$ cat src/rtl/yuv_stream_pkg.sv
// Shared definitions for the YUV422 streaming stages.
//   PIX_W          : width of one luma/chroma component.
//   *_Y_LSB/_C_LSB : bit position of luma and chroma inside a 16-bit beat,
//                    for YUYV (Y in low byte) and UYVY (chroma in low byte).
//   yuv_pair_t     : one 4:2:2 pixel pair with frame/line flags.
//   ser_state_e    : serializer state (empty / showing pixel 0 / pixel 1).
//   pack_beat()    : places a Y and a chroma byte into a beat.
package yuv_stream_pkg;

  localparam int PIX_W  = 8;
  localparam int BEAT_W = 2 * PIX_W;

  localparam int YUYV_Y_LSB = 0;
  localparam int YUYV_C_LSB = PIX_W;
  localparam int UYVY_Y_LSB = PIX_W;
  localparam int UYVY_C_LSB = 0;

  typedef struct packed {
    logic [PIX_W-1:0] y0;
    logic [PIX_W-1:0] u;
    logic [PIX_W-1:0] y1;
    logic [PIX_W-1:0] v;
    logic             sof;
    logic             eol;
  } yuv_pair_t;

  typedef enum logic [1:0] {
    ST_EMPTY = 2'd0,
    ST_PIX0  = 2'd1,
    ST_PIX1  = 2'd2
  } ser_state_e;

  function automatic logic [BEAT_W-1:0] pack_beat(input logic [PIX_W-1:0] y,
                                                  input logic [PIX_W-1:0] c,
                                                  input bit uyvy);
    logic [BEAT_W-1:0] beat;
    beat = '0;
    if (uyvy) begin
      beat[UYVY_Y_LSB +: PIX_W] = y;
      beat[UYVY_C_LSB +: PIX_W] = c;
    end else begin
      beat[YUYV_Y_LSB +: PIX_W] = y;
      beat[YUYV_C_LSB +: PIX_W] = c;
    end
    return beat;
  endfunction

endpackage

$ cat src/rtl/yuv422_axis_serializer_if.sv
// AXI4-Stream pixel bus carried out of the serializer.
//   tdata  : 16-bit pixel beat
//   tvalid : beat valid (source)
//   tready : sink can take the beat
//   tuser  : start of frame, first pixel only
//   tlast  : end of line, last pixel only
// Handshake: a beat transfers on a rising clk edge where tvalid && tready;
// once tvalid is high, the source holds tdata/tuser/tlast stable and keeps
// tvalid high until that transfer happens.
interface yuv422_axis_serializer_if;
  import yuv_stream_pkg::*;

  logic [BEAT_W-1:0] tdata;
  logic              tvalid;
  logic              tready;
  logic              tuser;
  logic              tlast;

  modport master (output tdata, output tvalid, output tuser, output tlast,
                  input  tready);
  modport slave  (input  tdata, input  tvalid, input  tuser, input  tlast,
                  output tready);
endinterface

$ cat src/rtl/yuv422_axis_serializer.sv
// Serializes one YUV422 pixel pair per input beat into two 16-bit pixels on
// an AXI4-Stream master (YUYV or UYVY byte order).
// Ports:
//   clk, rst_n        : clock, async active-low reset
//   s_valid / s_ready : input pair handshake (s_ready drives upstream cen)
//   s_y0,s_u,s_y1,s_v : pair components; s_sof / s_eol frame/line flags
//   m_axis            : AXI4-Stream master (tdata/tvalid/tready/tuser/tlast)
//   frame_cnt         : number of accepted s_sof pairs (wraps)
//   sof_err           : sticky, SOF seen while the previous line was open
//   dbg_state         : current serializer state
// Input handshake: a pair transfers on a rising clk edge where
// s_valid && s_ready; s_valid may drop without a transfer at no cost.
module yuv422_axis_serializer
  import yuv_stream_pkg::*;
#(
  parameter int UYVY   = 0,
  parameter int FCNT_W = 16
) (
  input  logic                     clk,
  input  logic                     rst_n,
  input  logic                     s_valid,
  output logic                     s_ready,
  input  logic [PIX_W-1:0]         s_y0,
  input  logic [PIX_W-1:0]         s_u,
  input  logic [PIX_W-1:0]         s_y1,
  input  logic [PIX_W-1:0]         s_v,
  input  logic                     s_sof,
  input  logic                     s_eol,
  yuv422_axis_serializer_if.master m_axis,
  output logic [FCNT_W-1:0]        frame_cnt,
  output logic                     sof_err,
  output ser_state_e               dbg_state
);

  localparam bit SWAP = (UYVY != 0);

  ser_state_e state_q;
  yuv_pair_t  pair_q;
  logic       line_open_q;
  logic       in_fire;
  logic       pair_valid;
  logic       phase;

  logic [PIX_W-1:0] beat_y;
  logic [PIX_W-1:0] beat_c;
  logic             beat_user;
  logic             beat_last;

  assign pair_valid = (state_q != ST_EMPTY);
  assign phase      = (state_q == ST_PIX1);

  // Ready looks at tready combinationally so a new pair can load in the same
  // cycle pixel 1 leaves: 1 pixel/clk with no bubbles.
  assign s_ready = !pair_valid || (phase && m_axis.tready);
  assign in_fire = s_valid && s_ready;

  always_comb begin
    beat_y    = pair_q.y0;
    beat_c    = pair_q.u;
    beat_user = pair_q.sof;
    beat_last = 1'b0;
    if (phase) begin
      beat_y    = pair_q.y1;
      beat_c    = pair_q.v;
      beat_user = 1'b0;
      beat_last = pair_q.eol;
    end
  end

  // Outputs come only from registered state; gated to zero when empty.
  assign m_axis.tvalid = pair_valid;
  assign m_axis.tdata  = pair_valid ? pack_beat(beat_y, beat_c, SWAP) : '0;
  assign m_axis.tuser  = pair_valid && beat_user;
  assign m_axis.tlast  = pair_valid && beat_last;
  assign dbg_state     = state_q;

  // Pair register and phase FSM.
  always_ff @(posedge clk or negedge rst_n) begin
    if (!rst_n) begin
      state_q <= ST_EMPTY;
      pair_q  <= '0;
    end else begin
      if (in_fire) begin
        pair_q <= '{y0: s_y0, u: s_u, y1: s_y1, v: s_v, sof: s_sof, eol: s_eol};
      end
      case (state_q)
        ST_EMPTY: if (in_fire)       state_q <= ST_PIX0;
        ST_PIX0:  if (m_axis.tready) state_q <= ST_PIX1;
        ST_PIX1:  if (m_axis.tready) state_q <= in_fire ? ST_PIX0 : ST_EMPTY;
        default:                     state_q <= ST_EMPTY;
      endcase
    end
  end

  // Frame counter and line-structure checking. line_open is high exactly
  // when the last accepted pair had eol=0, so it alone flags a missing EOL.
  always_ff @(posedge clk or negedge rst_n) begin
    if (!rst_n) begin
      frame_cnt   <= '0;
      sof_err     <= 1'b0;
      line_open_q <= 1'b0;
    end else if (in_fire) begin
      line_open_q <= !s_eol;
      if (s_sof) begin
        frame_cnt <= frame_cnt + 1'b1;
        if (line_open_q) sof_err <= 1'b1;
      end
    end
  end

endmodule
$ cat src/flat_wrapper.sv
// flat-port wrapper written by rule: the top's interface ports become plain ports
module yuv422_axis_serializer_flat import yuv_stream_pkg::*;
#(
  parameter int UYVY   = 0,
  parameter int FCNT_W = 16
)
  (clk, rst_n, s_valid, s_ready, s_y0, s_u, s_y1, s_v, s_sof, s_eol, frame_cnt, sof_err, dbg_state, m_axis_tdata, m_axis_tvalid, m_axis_tuser, m_axis_tlast, m_axis_tready);
  yuv422_axis_serializer_if m_axis_i ();
  input  logic clk;
  input  logic rst_n;
  input  logic s_valid;
  output logic s_ready;
  input  logic [PIX_W-1:0] s_y0;
  input  logic [PIX_W-1:0] s_u;
  input  logic [PIX_W-1:0] s_y1;
  input  logic [PIX_W-1:0] s_v;
  input  logic s_sof;
  input  logic s_eol;
  output logic [FCNT_W-1:0] frame_cnt;
  output logic sof_err;
  output ser_state_e dbg_state;
  output wire logic [$bits(m_axis_i.tdata)-1:0] m_axis_tdata;
  output wire logic [$bits(m_axis_i.tvalid)-1:0] m_axis_tvalid;
  output wire logic [$bits(m_axis_i.tuser)-1:0] m_axis_tuser;
  output wire logic [$bits(m_axis_i.tlast)-1:0] m_axis_tlast;
  input wire logic [$bits(m_axis_i.tready)-1:0] m_axis_tready;
  assign m_axis_tdata = m_axis_i.tdata;
  assign m_axis_tvalid = m_axis_i.tvalid;
  assign m_axis_tuser = m_axis_i.tuser;
  assign m_axis_tlast = m_axis_i.tlast;
  assign m_axis_i.tready = m_axis_tready;
  yuv422_axis_serializer #(.UYVY(UYVY), .FCNT_W(FCNT_W)) u_core (.clk(clk), .rst_n(rst_n), .s_valid(s_valid), .s_ready(s_ready), .s_y0(s_y0), .s_u(s_u), .s_y1(s_y1), .s_v(s_v), .s_sof(s_sof), .s_eol(s_eol), .m_axis(m_axis_i), .frame_cnt(frame_cnt), .sof_err(sof_err), .dbg_state(dbg_state));
endmodule
$ cat config.mk
export PLATFORM = sky130hd
export DESIGN_NAME = yuv422_axis_serializer_flat
export DESIGN_NICKNAME = d
export VERILOG_FILES = /design/src/rtl/yuv_stream_pkg.sv /design/src/rtl/yuv422_axis_serializer_if.sv /design/src/rtl/yuv422_axis_serializer.sv /design/src/flat_wrapper.sv
export SDC_FILE = /design/constraint.sdc
export NUM_CORES = 1
export LEC_CHECK = 0
export BUFFER_PORTS_ARGS = -buffer_cell sky130_fd_sc_hd__buf_4
export CORE_UTILIZATION = 46
export CTS_CLUSTER_SIZE = 12
export DETAILED_ROUTE_END_ITERATION = 10
export PLACE_DENSITY = 0.84
export SLEW_MARGIN = 15
export SYNTH_ARGS = -nofsm -noshare
export SYNTH_HDL_FRONTEND = slang
export SYNTH_SLANG_ARGS = --single-unit
$ cat constraint.sdc
create_clock -name clk -period 1.6 [get_ports clk]
set_clock_uncertainty 0.1 [all_clocks]
set_input_delay 0.24 -clock clk [delete_from_list [all_inputs] [get_ports clk]]
set_output_delay 0.24 -clock clk [all_outputs]
set_load 0.1 [all_outputs]
## Yosys cells after proc, flatten, opt, wreduce, memory -nomap -nowiden

Index checks and enable logic that the tools add are counted.

- Bits in latches: 0
- Bits in registers: 54
- Input bits: 38
- Output and inout bits: 39
- Memories: 0
- Bits in read-only memories: 0
- RAM bits: 0
- Word-level logic and storage cells: 38

- Muxes and demuxes: 10
- Order comparisons: 0
- Div/mod/pow operators: 0
- Reduce and logical (&&, ||, !) cells: 12
- Multipliers: 0
- Shifts and indexed selects: 0
- Add/sub/neg operators: 1
- Equal/unequal tests: 5
- Bitwise gates (word level): 0

Operators by type and width:

| operator | count |
|---|---|
| 16-bit by 1-bit adder with 16-bit output, second input constant | 1 |
| 16-bit 2-to-1 mux | 1 |
| 8-bit 2-to-1 mux | 2 |
| 2-bit 2-to-1 mux | 3 |
| 2-bit case mux with 3 select lines | 1 |
| 3-bit AND reduction | 2 |
| 1-bit logical AND | 4 |
| 2-bit != test, second input constant | 2 |
| 1-bit 2-to-1 mux | 3 |
| 2-bit by 1-bit equality test with 1-bit output, second input constant | 1 |
| 2-bit equality test, second input constant | 1 |
| 1-bit zero test | 2 |
| 2-bit zero test | 1 |
| 2-bit by 1-bit != test with 1-bit output, second input constant | 1 |
| 2-bit AND reduction | 1 |
| 2-bit nonzero test | 1 |
| 1-bit logical OR | 1 |

## Depth between registers and ports, before layout

- Depth after elaboration: 7
- Mapped depth: 6
- Depth with buffers taken out: 5

## Worst setup path before layout

Ideal clock, no wire load.

- Path type: flip-flop to output port
- Start: register u_core.state_q[1], in the netlist u_core.dbg_state[1]
- End: output port s_ready
- Stages on the path, launching flop included: 3
- Buffers on the path: 0
- Data required time: 1.260 ns
- Slack: -1.204 ns
- Arrival time: 2.464 ns
- Cell sequence: dfrtp_1 -> nand2b_1 -> nor2b_1

- Longest elaborated chain between the ends: 3
- Elaborated cells between the ends (all ways): 5
- Classes of those cells: eq/ne (1); reduce/logical (4)

Ends and longest elaborated chain:

| item | RTL line | RTL |
|---|---|---|
| from (decl) | yuv422_axis_serializer.sv:37 | `ser_state_e state_q;` |
| from (signal assigned) | yuv422_axis_serializer.sv:89 | `ST_PIX1: if (m_axis.tready) state_q <= in_fire ? ST_PIX0 : ST_EMPTY;` |
| 2-bit equality test / 2-bit nonzero test (equally long branches) | yuv422_axis_serializer.sv:50, yuv422_axis_serializer.sv:49 |  |
| 1-bit logical AND / 1-bit zero test (equally long branches) | yuv422_axis_serializer.sv:54 | `assign s_ready = !pair_valid \|\| (phase && m_axis.tready);` |
| 1-bit logical OR * | yuv422_axis_serializer.sv:54 |  |
| to (decl) | flat_wrapper.sv:12 | `output logic s_ready;` |

Every way passes the cells marked *; elsewhere a longest branch is shown, timed or not.

## Worst setup path after layout

- Start: register u_core.state_q[1], in the netlist u_core.dbg_state[1]
- End: output port m_axis_tdata[8]

- Longest elaborated chain between the ends: 3
- Elaborated cells between the ends (all ways): 4
- Classes of those cells: eq/ne (1); mux (2); reduce/logical (1)

Ends and longest elaborated chain:

| item | RTL line | RTL |
|---|---|---|
| 2-bit equality test | yuv422_axis_serializer.sv:50 | `assign phase = (state_q == ST_PIX1);` |
| 8-bit 2-to-1 mux | yuv422_axis_serializer.sv:62 | `if (phase) begin` |
| 16-bit 2-to-1 mux * | yuv422_axis_serializer.sv:72 | `assign m_axis.tdata = pair_valid ? pack_beat(beat_y, beat_c, SWAP) : '0;` |
| to (decl) | flat_wrapper.sv:22 | `output wire logic [$bits(m_axis_i.tdata)-1:0] m_axis_tdata;` |

Marked as above.

==> flow_summary.ini <==
[detailed_routing]
initialDrtViolationCount = 112
wl_per_cell_um = 20.5
drc_errors = 0
routed_wl_mm = 7.36
vias_per_cell = 5.47
firstDrtPassIters = 4
antenna_left = 0
num_vias = 1968

[layout]
diodes = 0
layout_commonest_cell = buf_4
areaGrowthSynthToFinish_pct = 74.4
mostFrequentLayoutCells = buf_4 (71), dfrtp_1 (37), mux2_4 (28)
layout.nets = 328
drive_gt1_frac = 0.738
finalInstanceArea_um2 = 4350

[clocking]
clkSinkCount = 54
cts_tree = built
clk_latency_ns = 0.31
numCtsBuffers = 5
root_buffer = clkbuf_8
cts_buffer_depth = 2
clk_pin_slew_worst_paths_ns = 0.10
htreeDepth = 2

[logic_synthesis]
synth_seq_cells = 54
synth_nets = 217
synth_fa_ha_area_frac = 0.00502
synth_mux_area_frac = 0.193
synthSimpleGateAreaFrac = 0.109
postSynthAreaPerCell_um2 = 14.0
synth-xor-area-share = 0.0527
synth_area_um2 = 2490
yosysSeqAreaShare = 0.542
synth_top_family_by_area = multiplexers
ys.warnings.count = 0
syn_inst = 178
synth_cell_types = 32
synth_compound_area_frac = 0.0697

[timing]
fin_ws_ns = -0.292
hold_violations = 0
report.final.slew_viol_count = 0
slew_headroom = 0.696
tightest_slew_ns = 0.454
finalCritPeriodShare = 1.18
rsz0062_at_grt = true
min_period_ns = 1.89
max_freq_mhz = 528
setup_violations = 68

[hold_path]
hp-class = in -> reg
min_from = s_y1[1]

[worst_setup_path]
reg2reg_from = u_core.dbg_state[0]
cp.arrival_ns = 1.55
cp_cell_sequence = nor2b_4 > clkbuf_16 > a22o_4 > buf_12
cpMaxStageDelayCell = dfrtp_4
critical_path_class = reg -> out
end_kind = output pin
critPathLaunchType = register
required_ns = 1.26
worstPathMaxFanout = 8
startpoint = u_core.dbg_state[1]
max_stage_delay_ns = 0.51

[global_route]
grt_pass1_vias = 2017
overflow = 0
grt_max_degree = 33
grt_antenna_before_repair = 0
track_usage = 0.260
grt_pass1_wl_mm = 10.6

[power_and_ir_drop]
swShare = 0.472
power.leakage_nw = 2.09
peakVddDrop_uv = 2140
p_comb_frac = 0.656
p_per_area_nw_per_um2 = 2440
p_clk_frac = 0.105
p_switching_mw = 5.01
seq_power_share = 0.239
internal_power_mw = 5.60

[die]
rows = 26
initial_core_util = 0.482
pin_count = 77
fp.dieH_um = 75.6
fp.dieW_um = 75.6
core_area_um2 = 5170
die-area_um2 = 5720

[status]
status = finished, violations left
violations = setup timing

[placement]
hpwl_mm = 3.99
place_congestion = 0.778
io_buffer_count = 76
pre_cts_ws_ns = -0.0391
placed_cell_area_um2 = 3510

[flow_run]
maxCapViolCount = 0
-- area by class of cell --
type | instances | area, um^2
Tap cell | 70 | 87.6
Timing Repair Buffer | 111 | 1270
Inverter | 3 | 11.3
Sequential cell | 54 | 1400
Multi-Input combinational cell | 114 | 1440
Clock inverter | 2 | 60.1
Fill cell | 231 | 823
Clock buffer | 6 | 82.6
-- final timing paths --
path	cells past startpoint	to	slack, ns
worst min-delay path	2	u_core.pair_q[11]	0.06
max in group asynchronous	3	u_core.dbg_state[0]	0.64
worst max register to register	6	u_core.pair_q[28]	-0.27
worst max-delay path	4	m_axis_tdata[8]	-0.29
min in group asynchronous	2	u_core.pair_q[28]	0.26
worst min register to register	1	u_core.frame_cnt[15]	0.37
-- state kept, by name (all words and copies together), names as in the netlist --
register / cells
u_core.dbg_state: 2
u_core.frame_cnt: 16
u_core.line_open_q: 1
u_core.pair_q: 34
u_core.sof_err: 1
-- worst max-delay path, delay by kind of cell, from the launching register on --
kind | cells | cell delay, ns
and+or+nand+nor | 1 | 0.16
AOI/OAI and AO/OA | 1 | 0.24
DFF | 1 | 0.51
buffers and inverters | 2 | 0.33
-- per-layer routing --
| layer | vias up | track usage | part of all wire |
|---|---|---|---|
| met5 | - | 0 | 0 |
| met4 | 0 | 0.0967 | 0.017 |
| met3 | 12 | 0.0450 | 0.046 |
| met2 | 82 | 0.448 | 0.55 |
| met1 | 1013 | 0.328 | 0.38 |
| li1 | 861 | - | - |
-- stage by stage --
stage                     total power, mW  TNS, ns  cells   util  hold WS [ns]
after detailed placement             7.97   -0.528    331  0.679        0.0582
final                                10.6   -11.35    360  0.841        0.0568
after CTS                            10.3   -10.80    352  0.814        0.0511
after global routing                 10.9   -14.69    360  0.841        0.0460
after floorplan                      7.04    -8.73    178      -        -0.156
after global placement               7.86  -0.0946    331  0.679        0.0563
-- what timing repair did --
item,CTS,global route
gates cloned,4,1
setup endpoints to repair,46,70
resized for setup,85,21
buffers inserted,8,8
pin swaps,8,10
hold buffers,2,0
hold endpoints to repair,23,0
-- kinds of logic after synthesis --
| logic type | Yosys count |
|---|---|
| compound gates | 21 |
| xor+xnor | 15 |
| fa+ha+maj | 1 |
| buf+inv | 11 |
| flops | 54 |
| mux | 34 |
| simple gates | 42 |
-- synthesized netlist by cell type --
master,number,area share
a21oi_1,1,0.0020
a22o_1,16,0.056
a31o_2,1,0.0035
and2_1,4,0.010
and3_1,3,0.0075
and3_2,1,0.0030
and4_1,1,0.0035
buf_2,1,0.0020
buf_6,4,0.018
clkbuf_1,3,0.0045
dfrtp_1,54,0.54
ha_1,1,0.0050
inv_1,3,0.0045
mux2_2,8,0.036
mux2_4,26,0.16
nand2_1,6,0.0090
nand2b_1,1,0.0025
nand3_1,6,0.012
nand3_2,1,0.0040
nand4_1,1,0.0025
nand4_4,1,0.0085
nor2_1,3,0.0045
nor2b_1,2,0.0050
nor2b_2,1,0.0035
nor3_1,4,0.0080
nor4_1,3,0.0075
nor4_2,3,0.015
o211a_1,1,0.0040
o21ai_0,2,0.0040
or2_2,1,0.0025
xnor2_1,3,0.011
xor2_1,12,0.042
-- power by group through the flow --
stage	logic, mW	registers, mW	clock network, mW
after detailed placement	5.50	2.48	0
after global placement	5.41	2.45	0
after CTS	6.74	2.47	1.12
after floorplan	3.89	3.14	0
final	6.96	2.54	1.11
after global routing	7.18	2.59	1.18
Note: power is estimated with default switching activity, not from simulation.
